File: src/rtl/ram_arb_pkg.sv
// Shared definitions for the two-port RAM arbiter.
// Requester IDs and the lock-owner encoding.
package ram_arb_pkg;

   localparam logic REQ_A = 1'b0;
   localparam logic REQ_B = 1'b1;

   typedef enum logic [1:0] {
      OWN_NONE = 2'b00,
      OWN_A    = 2'b01,
      OWN_B    = 2'b10
   } owner_t;

endpackage

File: src/rtl/rr_arb2.sv
// Two-way round-robin grant with lock override.
// req[1:0], last_grant, lock_owner in; one-hot grant[1:0] out.
module rr_arb2
   import ram_arb_pkg::*;
(
   input  logic [1:0] req,
   input  logic       last_grant,
   input  logic [1:0] lock_owner,
   output logic [1:0] grant
);

   always_comb begin
      grant = 2'b00;
      if (lock_owner == OWN_A && req[0]) begin
         grant = 2'b01;
      end else if (lock_owner == OWN_B && req[1]) begin
         grant = 2'b10;
      end else if (req == 2'b01) begin
         grant = 2'b01;
      end else if (req == 2'b10) begin
         grant = 2'b10;
      end else if (req == 2'b11) begin
         grant = (last_grant == REQ_B) ? 2'b01 : 2'b10;
      end
   end

endmodule

File: src/rtl/ram_arbiter.sv
// Shares one single-port sync RAM between requesters A and B.
// Ports: A/B req/we/lock/addr/din -> ack/rvalid/rdata; ram_* to the RAM.
module ram_arbiter
   import ram_arb_pkg::*;
#(
   parameter int ADDR_BITS = 10,
   parameter int DATA_BITS = 8,
   parameter int LOCK_MAX  = 4
) (
   input  logic                 clk,
   input  logic                 rst_n,
   input  logic                 a_req,
   input  logic                 a_we,
   input  logic                 a_lock,
   input  logic [ADDR_BITS-1:0] a_addr,
   input  logic [DATA_BITS-1:0] a_din,
   output logic                 a_ack,
   output logic                 a_rvalid,
   output logic [DATA_BITS-1:0] a_rdata,
   input  logic                 b_req,
   input  logic                 b_we,
   input  logic                 b_lock,
   input  logic [ADDR_BITS-1:0] b_addr,
   input  logic [DATA_BITS-1:0] b_din,
   output logic                 b_ack,
   output logic                 b_rvalid,
   output logic [DATA_BITS-1:0] b_rdata,
   output logic                 ram_ena,
   output logic                 ram_wea,
   output logic [ADDR_BITS-1:0] ram_addr,
   output logic [DATA_BITS-1:0] ram_din,
   input  logic [DATA_BITS-1:0] ram_dout
);

   logic       last_grant;
   logic [1:0] lock_owner;
   logic [3:0] lock_cnt;
   logic       rd_pend;
   logic       rd_tag;

   logic [1:0] arb_grant;
   logic [1:0] grant;
   logic       g_any;
   logic       g_id;
   logic       g_we;
   logic       g_lock;
   logic       owner_drop;
   logic       owner_id;

   logic       last_nx;
   logic [1:0] own_nx;
   logic [3:0] cnt_nx;

   rr_arb2 u_arb (
      .req        ({b_req, a_req}),
      .last_grant (last_grant),
      .lock_owner (lock_owner),
      .grant      (arb_grant)
   );

   // No access may reach the RAM while reset is held.
   assign grant  = rst_n ? arb_grant : 2'b00;
   assign a_ack  = grant[0];
   assign b_ack  = grant[1];
   assign g_any  = |grant;
   assign g_id   = grant[1];
   assign g_we   = g_id ? b_we : a_we;
   assign g_lock = g_id ? b_lock : a_lock;

   assign ram_ena  = g_any;
   assign ram_wea  = g_any & g_we;
   assign ram_addr = g_id ? b_addr : a_addr;
   assign ram_din  = g_id ? b_din : a_din;

   assign owner_id   = (lock_owner == OWN_B);
   assign owner_drop = (lock_owner == OWN_A && !a_req) ||
                       (lock_owner == OWN_B && !b_req);

   // Owner dropping req releases first; the winner may then relock.
   always_comb begin
      own_nx  = lock_owner;
      cnt_nx  = lock_cnt;
      last_nx = g_any ? g_id : last_grant;
      if (owner_drop) begin
         own_nx  = OWN_NONE;
         cnt_nx  = 4'd0;
         last_nx = owner_id;
      end
      if (g_any) begin
         if (g_lock) begin
            cnt_nx = (own_nx == OWN_NONE) ? 4'd1 : 4'(lock_cnt + 4'd1);
            own_nx = g_id ? OWN_B : OWN_A;
            if (cnt_nx >= 4'(LOCK_MAX)) begin
               own_nx  = OWN_NONE;
               cnt_nx  = 4'd0;
               last_nx = g_id;
            end
         end else if (own_nx != OWN_NONE) begin
            own_nx  = OWN_NONE;
            cnt_nx  = 4'd0;
            last_nx = g_id;
         end
      end
   end

   always_ff @(posedge clk or negedge rst_n) begin
      if (!rst_n) begin
         last_grant <= REQ_B;
         lock_owner <= OWN_NONE;
         lock_cnt   <= 4'd0;
         rd_pend    <= 1'b0;
         rd_tag     <= REQ_A;
         a_rvalid   <= 1'b0;
         b_rvalid   <= 1'b0;
         a_rdata    <= '0;
         b_rdata    <= '0;
      end else begin
         last_grant <= last_nx;
         lock_owner <= own_nx;
         lock_cnt   <= cnt_nx;
         rd_pend    <= g_any & ~g_we;
         if (g_any) begin
            rd_tag <= g_id;
         end
         // RAM output is only valid for one cycle; hold it here.
         a_rvalid <= rd_pend & (rd_tag == REQ_A);
         b_rvalid <= rd_pend & (rd_tag == REQ_B);
         if (rd_pend && rd_tag == REQ_A) begin
            a_rdata <= ram_dout;
         end
         if (rd_pend && rd_tag == REQ_B) begin
            b_rdata <= ram_dout;
         end
      end
   end

endmodule
File: config.mk
export PLATFORM = sky130hd
export DESIGN_NAME = ram_arbiter
export DESIGN_NICKNAME = d
export VERILOG_FILES = /design/src/rtl/ram_arb_pkg.sv /design/src/rtl/rr_arb2.sv /design/src/rtl/ram_arbiter.sv
export SDC_FILE = /design/constraint.sdc
export NUM_CORES = 1
export LEC_CHECK = 0
export CAP_MARGIN = 40
export CORE_ASPECT_RATIO = 1.75
export CORE_MARGIN = 3
export CORE_UTILIZATION = 40
export DETAILED_ROUTE_END_ITERATION = 12
export GPL_TIMING_DRIVEN = 0
export PLACE_DENSITY = 0.86
export SETUP_SLACK_MARGIN = 0.2
export SYNTH_ARGS = -nofsm -noshare
export SYNTH_HDL_FRONTEND = slang
export SYNTH_SLANG_ARGS = --single-unit
File: constraint.sdc
create_clock -name clk -period 5.1 [get_ports clk]
set_clock_uncertainty 0.05 [all_clocks]
set_input_delay 0.765 -clock clk [delete_from_list [all_inputs] [get_ports clk]]
set_output_delay 0.765 -clock clk [all_outputs]
set_load 0.005 [all_outputs]
==> flow_summary.json, run 1 <==
{
  "timing.critical_path.to_type": "output port",
  "routed_wire_length_per_instance_um": 14.7,
  "postSynthRegisterBits": 27,
  "routed-via-count": 1427,
  "post_drt_via_cell_ratio": 5.25,
  "drtIter0Drc": 18,
  "timing.max_cap.violations": 0,
  "yosysWarnings": 0,
  "grt_pass1_vias": 1537,
  "netlist_instances": 131,
  "cp.buffers_inverters": 3,
  "setup_violations": 0,
  "numCtsBuffers": 3,
  "htree_num_levels": 1,
  "antenna-diode-count": 0,
  "pin_count": 92,
  "worstSetupPathType": "in2out",
  "cp_data_arrival_time_ns": 3.22,
  "rows": 28,
  "most_common_cell_after_layout_fill_and_taps_aside": "sky130_fd_sc_hd__clkdlybuf4s50_1",
  "post_cts_resize_count": 0,
  "chipWidth_um": 52.2,
  "sw_frac_of_total_pct": 26.9,
  "clock-sinks": 27,
  "commonest_cells_after_routing_fill_and_taps_aside": "sky130_fd_sc_hd__clkdlybuf4s50_1, sky130_fd_sc_hd__mux2_2, sky130_fd_sc_hd__dfrtp_1",
  "cts_buffer_depth": 2,
  "library_cell_contributing_the_largest_single_delay_on_the_critical_path": "sky130_fd_sc_hd__clkdlybuf4s50_1",
  "fin_setup_tns_ns": 0,
  "power_share_of_the_clock_group_pct": 14.5,
  "seqPwrFrac_pct": 40.8,
  "seq_area_frac_synth_pct": 45.2,
  "post_route_cells_drive_above_1_share_pct": 20.7,
  "drc_errors": 0,
  "syn_nets": 184,
  "grt_usage_pct": 18.8,
  "slew_headroom_pct": 45.2,
  "slew_viol_final": 0,
  "dr.pass1.iters": 4,
  "hold_viol_final": 0,
  "combinational_power_share_pct": 44.8,
  "hpwl_um": 3410,
  "power.total_mw": 0.810,
  "path_cells": "clkdlybuf4s50_1 -> and2_1 -> o211ai_2 -> buf_2 -> mux2_2 -> clkdlybuf4s50_1",
  "worst_ir_drop_vdd_mv": 0.173,
  "finalWorstPathRequiredPeriod_ns": 4.03,
  "clk_transition_reported_paths_ns": 0.08,
  "power_switching_mw": 0.218,
  "cts_root_buf": "sky130_fd_sc_hd__clkbuf_8",
  "postCtsSetupBuffers": 0,
  "worstPathMaxFanout": 18,
  "first_pass_grt_wire_length_um": 6550,
  "total_congestion_overflow_after_global_routing": 0,
  "drt-total-wl_um": 4000,
  "critical_path.startpoint_type": "input port",
  "tightest_slew_ns": 0.820,
  "part_of_the_cycle_the_worst_path_needs_pct": 79.0,
  "flow.area_growth_from_synthesis_pct": 69.6,
  "number_of_antenna_violations_at_the_first_check_in_global_routing": 0,
  "min_path_type": "reg2reg",
  "design.final.nets": 281,
  "remaining_number_of_nets_flagged_by_the_antenna_check_after_routing": 0,
  "syn-cell-area_um2": 1500,
  "power.density_cell_area_nw_per_um2": 319,
  "start_util_pct": 42.7,
  "syn-mean-instance-area_um2": 11.4,
  "grt_start_max_net_pins": 19,
  "core_um2": 3500,
  "die_ht_um": 86.9,
  "critical-path-top-delay-family": "buffers and inverters",
  "place.gp.congestion": 0.743,
  "internal_power_mw": 0.592,
  "outcome": "completed",
  "cts.hold.buffers_added": 0,
  "numPortBuffers": 91,
  "fmax_mhz": 248,
  "leakage_nw": 1.08,
  "cp_slowest_stage_delay_ns": 0.84,
  "cts_tree": "yes",
  "critical_path_required_ns": 4.28,
  "floorplan.die_area_um2": 4540,
  "cp_common_cell": "sky130_fd_sc_hd__clkdlybuf4s50_1",
  "grt_setup_unrepaired": "false",
  "synthDistinctLibCells": 40,
  "worstSkewPairLatency_ns": 0.27
}
## worst reg2reg max path: stages (launching register included)
cell	delay (ns)
sky130_fd_sc_hd__dfrtp_1	0.39
sky130_fd_sc_hd__buf_4	0.17
sky130_fd_sc_hd__o21bai_2	0.18
sky130_fd_sc_hd__a31oi_2	0.17
sky130_fd_sc_hd__or3b_1	0.41
sky130_fd_sc_hd__a21oi_1	0.19
## flip-flops by register name, indices dropped and copies added (netlist names)
name        flops
b_rvalid        1
last_grant      1
lock_owner      2
rd_pend         1
rd_tag          1
lock_cnt        4
b_rdata         8
a_rdata         8
a_rvalid        1
## metal layers
layer	track usage (%)	vias up	share of wire, %	wire [um]
li1	-	668	-	-
met1	18.9	648	34	1350
met2	35.2	102	52	2090
met3	6.17	9	12	468
met4	6.05	0	2.3	92
met5	0	-	0	0
## area by class of cell
type / count / area, um2
Timing Repair Buffer: 92 / 938
Clock buffer: 3 / 41.3
Sequential cell: 27 / 677
Tap cell: 45 / 56.3
Buffer: 3 / 23.8
Clock inverter: 1 / 5.00
Multi-Input combinational cell: 92 / 762
Inverter: 9 / 33.8
Fill cell: 273 / 966
## cell usage after synthesis (all sizes together)
cell	count	area, um2
a21bo	1	10.0
a21oi	4	20.0
a2bb2oi	1	8.76
a311oi	1	15.0
a31oi	1	12.5
a41o	1	10.0
and2	3	18.8
and3	1	6.26
and3b	1	8.76
buf	3	23.8
dfrtp	26	651
dfstp	1	26.3
ha	1	12.5
inv	9	33.8
mux2	34	383
mux2i	1	10.0
nand2	10	37.5
nand2b	2	15.0
nand3	2	10.0
nand3b	1	7.51
nor2	6	25.0
nor2b	1	6.26
nor3	2	10.0
o2111ai	1	8.76
o211a	1	10.0
o211ai	2	20.0
o21ai	8	40.0
o21bai	1	11.3
o22ai	1	6.26
o31a	1	8.76
o31ai	1	12.5
or3b	1	8.76
xor2	1	8.76
## power groups by stage
stage | clock network, mW | registers, mW | logic [mW]
6_report | 0.117 | 0.330 | 0.363
5_1_grt | 0.130 | 0.338 | 0.397
4_1_cts | 0.121 | 0.331 | 0.369
3_5_place_dp | 0 | 0.336 | 0.368
3_3_place_gp | 0 | 0.331 | 0.356
2_1_floorplan | 0 | 0.337 | 0.132
## final timing paths
| check | from | end | slack (ns) | depth (start not counted) |
|---|---|---|---|---|
| max | rst_n | ram_din[2] | 1.07 | 6 |
| max reg2reg | lock_owner[0] | lock_owner[0] | 3.45 | 5 |
| min in group asynchronous | rst_n | a_rdata[6] | 0.91 | 1 |
| max in group asynchronous | rst_n | lock_owner[1] | 3.54 | 2 |
| min | b_rdata[7] | b_rdata[7] | 0.46 | 1 |
| min reg2reg | b_rdata[7] | b_rdata[7] | 0.46 | 1 |
## cell families (layout without fill, tap and decap cells)
logic type | after synthesis | count (layout) | synth area share [%]
AOI/OAI and AO/OA | 25 | 25 | 13.0
adders and majority gates | 1 | 1 | 0.836
and+or+nand+nor | 30 | 30 | 10.3
buffers and inverters | 12 | 108 | 3.85
DFF | 27 | 27 | 45.2
muxes | 35 | 35 | 26.3
xor gates and xnor gates | 1 | 1 | 0.585
## stage by stage
step / hold WS (ns) / instance area [um2] / setup WS [ns] / utilization, % / instances
after global placement: 0.436 / 2460 / 0.557 / 70.3 / 267
after floorplan: 0.419 / 1500 / 2.70 / - / 131
after detailed placement: 0.442 / 2490 / 1.03 / 71.1 / 268
after CTS: 0.462 / 2540 / 1.02 / 72.4 / 272
after global routing: 0.475 / 2540 / 0.918 / 72.4 / 272
final: 0.459 / 2540 / 1.07 / 72.4 / 272
(Power assumes the default switching activity.)
==> inputs of run 2 (changes only) <==
- CORE_UTILIZATION: 40 -> 37
- PLACE_DENSITY: 0.86 -> 0.8
- clock period: 5.1 -> 3.9 ns (I/O delays scaled with it)
==> flow_summary.json, run 2 (synthesis gave the netlist of run 1 again) <==
{
  "timing.max_cap.violations": 0,
  "grt_usage_pct": 16.0,
  "worstSkewPairLatency_ns": 0.27,
  "part_of_the_cycle_the_worst_path_needs_pct": 87.7,
  "min_path_type": "in2async",
  "fmax_mhz": 292,
  "die_ht_um": 90.1,
  "routed-via-count": 1349,
  "post_drt_via_cell_ratio": 4.91,
  "slew_headroom_pct": 51.4,
  "finalWorstPathRequiredPeriod_ns": 3.42,
  "start_util_pct": 38.3,
  "outcome": "completed",
  "cp_data_arrival_time_ns": 2.78,
  "fillers": 331,
  "setup_violations": 0,
  "first_pass_grt_wire_length_um": 6060,
  "numCtsBuffers": 3,
  "critical_path.startpoint_type": "input port",
  "remaining_number_of_nets_flagged_by_the_antenna_check_after_routing": 0,
  "grt_setup_unrepaired": "false",
  "core_um2": 3900,
  "slew_viol_final": 0,
  "most_common_cell_after_layout_fill_and_taps_aside": "sky130_fd_sc_hd__clkdlybuf4s50_1",
  "pin_count": 92,
  "chipWidth_um": 54.1,
  "fin_setup_tns_ns": 0,
  "routed_wire_length_per_instance_um": 13.5,
  "grt_pass1_vias": 1418,
  "worst_hold_slack_ns": 0.422,
  "htree_num_levels": 1,
  "total_congestion_overflow_after_global_routing": 0,
  "hold_viol_final": 0,
  "worstPathMaxFanout": 18,
  "worstSetupPathType": "in2out",
  "cts_buffer_depth": 2,
  "dr.pass1.iters": 2,
  "biggestRegsByFlops": "a_rdata x8, b_rdata x8, lock_cnt x4",
  "antenna-diode-count": 0,
  "timing.critical_path.to_type": "output port",
  "design.final.nets": 281,
  "leakage_nw": 1.08,
  "commonest_cells_after_routing_fill_and_taps_aside": "sky130_fd_sc_hd__clkdlybuf4s50_1, sky130_fd_sc_hd__mux2_2, sky130_fd_sc_hd__dfrtp_1",
  "number_of_antenna_violations_at_the_first_check_in_global_routing": 0,
  "cts_tree": "yes",
  "worst_ir_drop_vdd_mv": 0.284,
  "power.density_cell_area_nw_per_um2": 419,
  "grt_start_max_net_pins": 19,
  "cts_root_buf": "sky130_fd_sc_hd__clkbuf_8",
  "clock-sinks": 27,
  "postCtsSetupBuffers": 0,
  "tightest_slew_ns": 0.729,
  "hpwl_um": 3180,
  "cts.hold.buffers_added": 0,
  "flow.area_growth_from_synthesis_pct": 69.1,
  "clk_transition_reported_paths_ns": 0.09,
  "drtIter0Drc": 9,
  "drt-total-wl_um": 3710,
  "post_route_cells_drive_above_1_share_pct": 20.7,
  "numPortBuffers": 91,
  "floorplan.die_area_um2": 4870,
  "drc_errors": 0,
  "rows": 30,
  "critical_path_required_ns": 3.26,
  "place.gp.congestion": 0.787
}
## run 2: cell count changes in the layout (fill, tap and decap cells not counted), sizes merged
cell | previous run | this run
clkdlybuf4s50 | 91 | 90
clkinv | 1 | 0
inv | 9 | 10
dlygate4sd2 | 0 | 1
## run 2: worst paths after layout
| check | to | cells after the start | from | slack, ns |
|---|---|---|---|---|
| setup / recovery | ram_wea | 9 | rst_n | 0.48 |
| hold / removal | a_rdata[6] | 1 | rst_n | 0.42 |
| setup reg to reg | lock_cnt[1] | 4 | last_grant | 2.30 |
| hold reg to reg | b_rdata[3] | 1 | b_rdata[3] | 0.46 |
| max in group asynchronous | last_grant | 2 | rst_n | 2.73 |
| min in group clk | b_rdata[3] | 1 | b_rdata[3] | 0.46 |
## run 2: worst max-delay path, stage by stage
cell	delay, ns
sky130_fd_sc_hd__dlygate4sd2_1	0.67
sky130_fd_sc_hd__buf_8	0.25
sky130_fd_sc_hd__and2_1	0.19
sky130_fd_sc_hd__o211ai_2	0.11
sky130_fd_sc_hd__buf_6	0.16
sky130_fd_sc_hd__inv_2	0.07
sky130_fd_sc_hd__mux2i_1	0.21
sky130_fd_sc_hd__nor2_1	0.06
sky130_fd_sc_hd__clkdlybuf4s50_1	0.46
## run 2: final cells by class
| class | count | area, um2 | area share [%] |
|---|---|---|---|
| Buffer | 3 | 23.8 | 0.939 |
| Clock inverter | 1 | 8.76 | 0.346 |
| Multi-Input combinational cell | 92 | 762 | 30.1 |
| Tap cell | 48 | 60.1 | 2.37 |
| Clock buffer | 3 | 41.3 | 1.63 |
| Inverter | 9 | 33.8 | 1.33 |
| Sequential cell | 27 | 677 | 26.7 |
| Timing Repair Buffer | 92 | 925 | 36.5 |
## run 2: per-layer routing
| layer | GRT usage [%] | part of all wire (%) |
|---|---|---|
| met1 | 16.8 | 35 |
| met2 | 30.2 | 57 |
| met3 | 2.65 | 6.5 |
| met4 | 4.78 | 1.1 |
| met5 | 0 | 0 |
## run 2: repair_timing
item | CTS | global route
endpoints found under the hold margin | 0 | 0
endpoints found under the setup margin | 14 | 0
gates resized for setup | 1 | 0
## run 2: report_power, final
part	internal, mW	leakage [nW]	switching, mW
Sequential	0.377	0.329	0.0572
Clock	0.0747	0.0261	0.0838
Combinational	0.323	0.722	0.143
## run 2: stage by stage
stage                     instances  setup slack [ns]  instance area [um2]  power, mW  util, %
final                           275             0.481                 2530       1.06     64.8
after global placement          270            -0.283                 2470      0.897     63.2
after CTS                       275             0.410                 2530       1.08     64.8
after global routing            275             0.253                 2530       1.14     64.8
after detailed placement        271            0.0802                 2480      0.916     63.6
after floorplan                 131              1.86                 1500      0.614        -
==> patch 1: new RTL, settings of run 2 <==
`ADDR_BITS`: 10 -> 11.
--- a/src/rtl/ram_arbiter.sv
+++ b/src/rtl/ram_arbiter.sv
@@ -4,5 +4,5 @@
    import ram_arb_pkg::*;
 #(
-   parameter int ADDR_BITS = 10,
+   parameter int ADDR_BITS = 11,
    parameter int DATA_BITS = 8,
    parameter int LOCK_MAX  = 4
Ports: changed (resized a_addr, b_addr and ram_addr); port bits go from 92 to 95. No check against the original RTL was run, so the function may have changed too.
==> patch 1 against run 2 <==
Setup slack gained 0.044 ns; routed wire length is 13% higher; sequential cell count stayed put; area after synthesis grew 3.8%; sequential share of layout area down 0.99 points; cell area is 3.9% higher; worst hold slack lost 0.068 ns; highest routed layer unchanged; fmax rose by 1.3%; power is 9.6% higher.
==> patch 1: results (changes against run 2) <==
** Worst setup path
- R2R cell count :: 5 (+1)
- Data arrival time at the worst-slack endpoint :: 2.74 ns (-0.04 ns)
- The highest cell delay on the worst timing path is 0.56 ns (-0.11 ns).
- The biggest fanout along the worst timing path was 18 (unchanged).
- The slowest stage of the critical path is the sky130_fd_sc_hd__dlygate4sd2_1 cell.
- The endpoint identified for the worst register-to-register timing path is lock_cnt[0]$_DFF_PN0_.
- Among cell families on the critical path, the largest total delay comes from buffers and inverters.
- Setup slack on the worst flop-to-flop path :: 2.18 ns (-0.12 ns)
- Worst r2r src :: last_grant$_DFF_PN1_

** Power and ir drop
- VDD IR-drop max :: 0.2769 mV (-2.4%)
- Leakage power :: 1.092 nW (+1.4%)

** Synth
- Number of distinct library cells after synthesis :: 41 (+2.5%)
- Post-synthesis sequential area ratio :: 43.59% (-1.6 points)
- Ranked by total cell area, the synthesized netlist is headed by sky130_fd_sc_hd__dfrtp_1 (42%), sky130_fd_sc_hd__mux2_2 (25%), sky130_fd_sc_hd__inv_1 (2.4%).
- Warning count from the yosys run :: 0 (unchanged)
- Async set-reset flop share out of synthesis :: 100.0% (unchanged)
- After synthesis, the most frequently instantiated cells are sky130_fd_sc_hd__mux2_2 (34), sky130_fd_sc_hd__dfrtp_1 (26), sky130_fd_sc_hd__inv_1 (10).
- Number of nets in the synthesized netlist :: 191 (+3.8%)

** GRT
- The number of antenna violations at the first check in global routing came to 0 (unchanged).
- Number of global-route vias before repair :: 1590 (+12%)
- The combined global-route utilization of all metal layers is 17.73% (+1.7 points).
- Maximum number of pins on one net before global-route repair :: 19 (unchanged)
- The global-route wire length before repair came to 6644 um (+9.7%).

** Clocking
- The buffers inserted during post-CTS setup optimization was 0 (unchanged).
- Clock Latency Late Sink :: 0.27 ns (about the same)
- Register clock-pin slew on the reported worst setup and hold paths :: 0.09 ns (about the same)
- The total clock buffers created by CTS was 3 (unchanged).
- Root Driver :: sky130_fd_sc_hd__clkbuf_8
- The maximum clock insertion buffer count came to 2 (unchanged).
- The level count of the clock H-tree is 1 (unchanged).

** Layout
- Number of fill cells :: 342 (+3.3%)
- Layout net count :: 291 (+3.6%)
- Antenna cells :: 0 (unchanged)
- Largest registers in the final layout :: a_rdata x8, b_rdata x8, lock_cnt x4
- Fraction of layout instances using a drive strength above 1 :: 22.98% (+2.3 points)

** Run status
- Outcome :: finished clean

** Placed design
- The number of buffers inserted by port buffering was 94 (+3.3%).
- RePlAce Congestion :: 0.8208 (+4.3%)
- Hpwl dp :: 3590 um (+13%)
- The post-placement cell area came to 2581 um2 (+4.0%).

** Worst hold path
- The min-delay analysis places its worst path in the category in2async.

** Routing
- Violation count after the first detailed-route iteration :: 16 (+7)
- The count of TritonRoute iterations in the first routing pass is 4 (+2).
- Post-DR wirelength/cell :: 14.77 um (+9.5%)
- Detail-routed via count per cell :: 5.240 (+6.8%)

** Timing
- Tightest Pin Transition :: 0.5707 ns (-0.1580 ns)
- Final number of hold-violating endpoints :: 0 (unchanged)
patch 1: worst max-delay path by stage:
stage | from | slack (ns) | end
final | rst_n | 0.52 | ram_din[5]
after global routing | rst_n | 0.33 | ram_din[5]
after CTS | rst_n | 0.46 | ram_din[5]
after detailed placement | rst_n | 0.20 | ram_din[5]
after global placement | rst_n | -0.18 | ram_din[5]
after floorplan | a_req | 1.75 | ram_addr[0]
patch 1: layout make-up:
class | count | share of cell area (%)
inverter | 11 | 1.571
clock buffer | 3 | 1.571
tap | 48 | 2.285
buffer | 7 | 2.047
sequential | 27 | 25.75
clock inverter | 1 | 0.2856
timing repair buffer | 95 | 36.79
multi-input combinational | 91 | 29.70
patch 1: logic make-up after synthesis:
group / Yosys count / share of synthesized area [%]
mux: 36 / 26.03
simple gates: 29 / 9.992
flops: 27 / 43.59
compound gates: 25 / 13.46
buf+inv: 18 / 6.124
fa+ha+maj: 1 / 0.8057
patch 1: stage by stage:
stage          hold WS, ns  utilization (%)  total power [mW]  cells  setup WS [ns]
2_1_floorplan       0.2394                -            0.6818    136          1.748
3_3_place_gp        0.4363            64.79            0.9916    278        -0.1794
3_5_place_dp        0.4443            65.49             1.022    279         0.1952
4_1_cts             0.3612            66.70             1.181    283         0.4594
5_1_grt             0.3882            66.70             1.243    283         0.3307
6_report            0.3542            66.70             1.161    283         0.5244
patch 1: where the power goes:
| group | switching [mW] | total (mW) | leakage, nW | internal (mW) |
|---|---|---|---|---|
| clock | 0.0832 | 0.156 | 0.0217 | 0.0724 |
| sequential | 0.0543 | 0.441 | 0.330 | 0.387 |
| combinational | 0.189 | 0.565 | 0.741 | 0.376 |
| total | 0.326 | 1.16 | 1.09 | 0.835 |
patch 1: timing repair:
action / CTS / global route
endpoints found under the setup margin: 2 / 0
hold buffers: 0 / 0
resized for setup: 1 / 0
patch 1: per-layer routing:
metal  up-vias  share of wire [%]  wire length [um]  global-route usage (%)
li1        693                  -                 -                       -
met1       676                 32              1328                   16.98
met2       106                 53              2232                   31.72
met3         8                 12               522                   6.667
met4         0                2.3                97                   7.099
met5         -                  0                 0                       0
==> patch 2: new RTL, config.mk and constraints of run 2 <==
Without the edit above. Make the reset (`rst_n`) synchronous in one clocked block.
--- a/src/rtl/ram_arbiter.sv
+++ b/src/rtl/ram_arbiter.sv
@@ -104,5 +104,5 @@
    end
 
-   always_ff @(posedge clk or negedge rst_n) begin
+   always_ff @(posedge clk) begin
       if (!rst_n) begin
          last_grant <= REQ_B;
Behaviour: differs if rst_n is asserted again (counterexample within 4 cycles, from zero or initial values and one cycle with rst_n low); with rst_n held inactive, the same outputs for 10 cycles.
==> patch 2 against run 2 <==
Critical endpoint is now ram_din[4]; die area shrank 4.0%; cell area shrank 3.4%; area after synthesis shrank 4.4%; setup slack gained 0.18 ns; register-to-register slack gained 0.06 ns; count of clock-buffer cells in the layout is the same; routed wire length grew 17%; sequential cell count is the same; sequential share of layout area shrank 4.6 points; first-iteration DRC count grew to 2.7 times the old value.
Power is not compared: it rests on default switching activity, and its combinational part moved more than twofold at a synthesized area within 25%.
==> patch 2: results (changes against run 2) <==
** Worst setup path
- Worst r2r src :: lock_cnt[0]$_SDFF_PN0_
- Delay of the slowest cell on the worst path :: 0.54 ns (-0.13 ns)
- Setup slack on the worst flop-to-flop path :: 2.36 ns (+0.06 ns)
- The data arrival time at the worst-slack endpoint came to 2.61 ns (-0.17 ns).
- Slowest stage cell on the critical path :: sky130_fd_sc_hd__clkdlybuf4s50_1
- The biggest fanout along the worst timing path is 10 (-8).
- Family with the most delay on the worst path :: buffers and inverters
- R2R cell count :: 5 (+1)
- In this run the critical register-to-register path is captured at lock_cnt[1]$_SDFF_PN0_.

** Synth
- Most used standard cells in the synthesized netlist :: sky130_fd_sc_hd__nand2_1 (82), sky130_fd_sc_hd__dfxtp_1 (27), sky130_fd_sc_hd__a21boi_0 (16)
- Async set-reset flop share out of synthesis :: 0% (-100 points)
- Main flop type after synthesis :: sky130_fd_sc_hd__dfxtp_1
- Post-synthesis sequential area ratio :: 37.80% (-7.4 points)
- The post-synthesis net count was 245 (+33%).
- Number of distinct library cells after synthesis :: 39 (-2.5%)
- Most area-consuming cells after synthesis :: sky130_fd_sc_hd__dfxtp_1 (38%), sky130_fd_sc_hd__nand2_1 (22%), sky130_fd_sc_hd__a21boi_0 (8.4%)
- Warning count from the yosys run :: 0 (unchanged)

** Layout
- Layout net count :: 341 (+21%)
- The number of antenna repair diodes came to 0 (unchanged).
- Largest registers in the final layout :: a_rdata x8, b_rdata x8, lock_cnt x4
- Fraction of layout instances using a drive strength above 1 :: 6.272% (-14 points)
- Number of fill cells :: 331 (unchanged)

** Placed design
- The number of buffers inserted by port buffering came to 91 (unchanged).
- The final weighted congestion in routability-driven placement is 0.7671 (-2.5%).
- Hpwl dp :: 3552 um (+12%)
- Worst slack at placement :: 0.6379 ns (+0.5577 ns)

** Timing
- The normalized max-slew margin is 66.63% (+15 points).

** GRT
- The combined global-route utilization of all metal layers was 18.41% (+2.4 points).
- The largest net degree at the start of global routing was 16 (-3).
- The number of antenna violations at the first check in global routing came to 0 (unchanged).
- Number of global-route vias before repair :: 1508 (+6.3%)
- First-pass GRT wire length :: 6713 um (+11%)

** Clocking
- Post-CTS setup-driven buffer insertion count :: 0 (unchanged)
- The total clock buffers created by CTS came to 3 (unchanged).
- The number of gates given a new drive strength after cts was 0 (-1).
- CTS max path bufs :: 2 (unchanged)
- The level count of the clock H-tree came to 1 (unchanged).
- The clock-pin slew of the registers on the worst-case setup and hold paths came to 0.09 ns (about the same).
- The tree is rooted in a sky130_fd_sc_hd__clkbuf_8.

** Routing
- Detail-routed via count per cell :: 4.874 (-0.64%)
- Post-DR wirelength/cell :: 13.07 um (-3.1%)
- The starting DRC count in detailed routing came to 24 (+15).
- The count of TritonRoute iterations in the first routing pass came to 4 (+2).

** Worst hold path
- Min-delay src :: a_rdata[1]$_SDFFE_PN0P_
- Worst min-delay path class :: reg2reg

** Run status
- Outcome :: finished clean

** Power and ir drop
- The worst-case IR drop observed on VDD is 0.2200 mV.
- Summed over all nets, the switching power comes to 0.1641 mW.
patch 2: per-stage QoR:
stage | hold slack [ns] | utilization (%) | power, mW | instance area (um2) | cells
3_3_place_gp | 0.4016 | 65.45 | 0.4940 | 2399 | 329
3_5_place_dp | 0.4091 | 65.45 | 0.4963 | 2399 | 329
2_1_floorplan | 0.4099 | - | 0.3728 | 1430 | 192
4_1_cts | 0.4197 | 66.71 | 0.6498 | 2445 | 333
6_report | 0.4131 | 66.71 | 0.6437 | 2445 | 333
5_1_grt | 0.4413 | 66.71 | 0.6766 | 2445 | 333
patch 2: logic make-up (layout without fill, tap and decap cells):
logic type,Yosys count,count (layout),share of synthesized area [%]
AOI/OAI and AO/OA,35,35,20.21
xor gates and xnor gates,1,1,0.6125
adders and majority gates,2,2,1.575
buffers and inverters,15,110,4.549
DFF,27,27,37.80
muxes,3,3,2.100
and+or+nand+nor,109,109,33.16
patch 2: worst register-to-register path, delay by kind of cell (launching register included):
| family | cells | cell delay [ns] |
|---|---|---|
| adder cells (fa/ha/maj) | 1 | 0.25 |
| AO/OA/AOI/OAI | 1 | 0.18 |
| multiplexers | 1 | 0.12 |
| AND/OR/NAND/NOR | 2 | 0.51 |
| flip-flops | 1 | 0.36 |
patch 2: worst max path at each step:
stage	start	to	slack [ns]	depth (start not counted)
after floorplan	rst_n	ram_addr[7]	1.75	7
after global placement	a_req	ram_din[4]	0.65	8
after detailed placement	a_req	ram_din[4]	0.64	8
after CTS	a_req	ram_din[4]	0.64	8
after global routing	b_req	ram_din[4]	0.52	8
final	a_req	ram_din[4]	0.66	8
patch 2: power groups by stage:
stage          clock network [mW]  logic (mW)  registers, mW
2_1_floorplan                   0      0.0711          0.302
3_3_place_gp                    0       0.192          0.302
3_5_place_dp                    0       0.193          0.303
4_1_cts                     0.159       0.194          0.297
5_1_grt                     0.168       0.210          0.298
6_report                    0.155       0.192          0.296
patch 2: area by class of cell:
cell class	instances	area share, %
buffer	11	2.047
clock buffer	3	1.689
clock inverter	1	0.2047
inverter	4	0.6141
multi-input combinational	150	33.73
sequential	27	22.11
tap	46	2.354
timing repair buffer	91	37.26
patch 2: metal layers:
metal  track usage (%)  up-vias  share of wire (%)
li1                  -      826                  -
met1             18.36      732                 36
met2             36.20       61                 54
met3             4.890        4                9.5
met4             4.186        0               0.83
met5                 0        -                  0
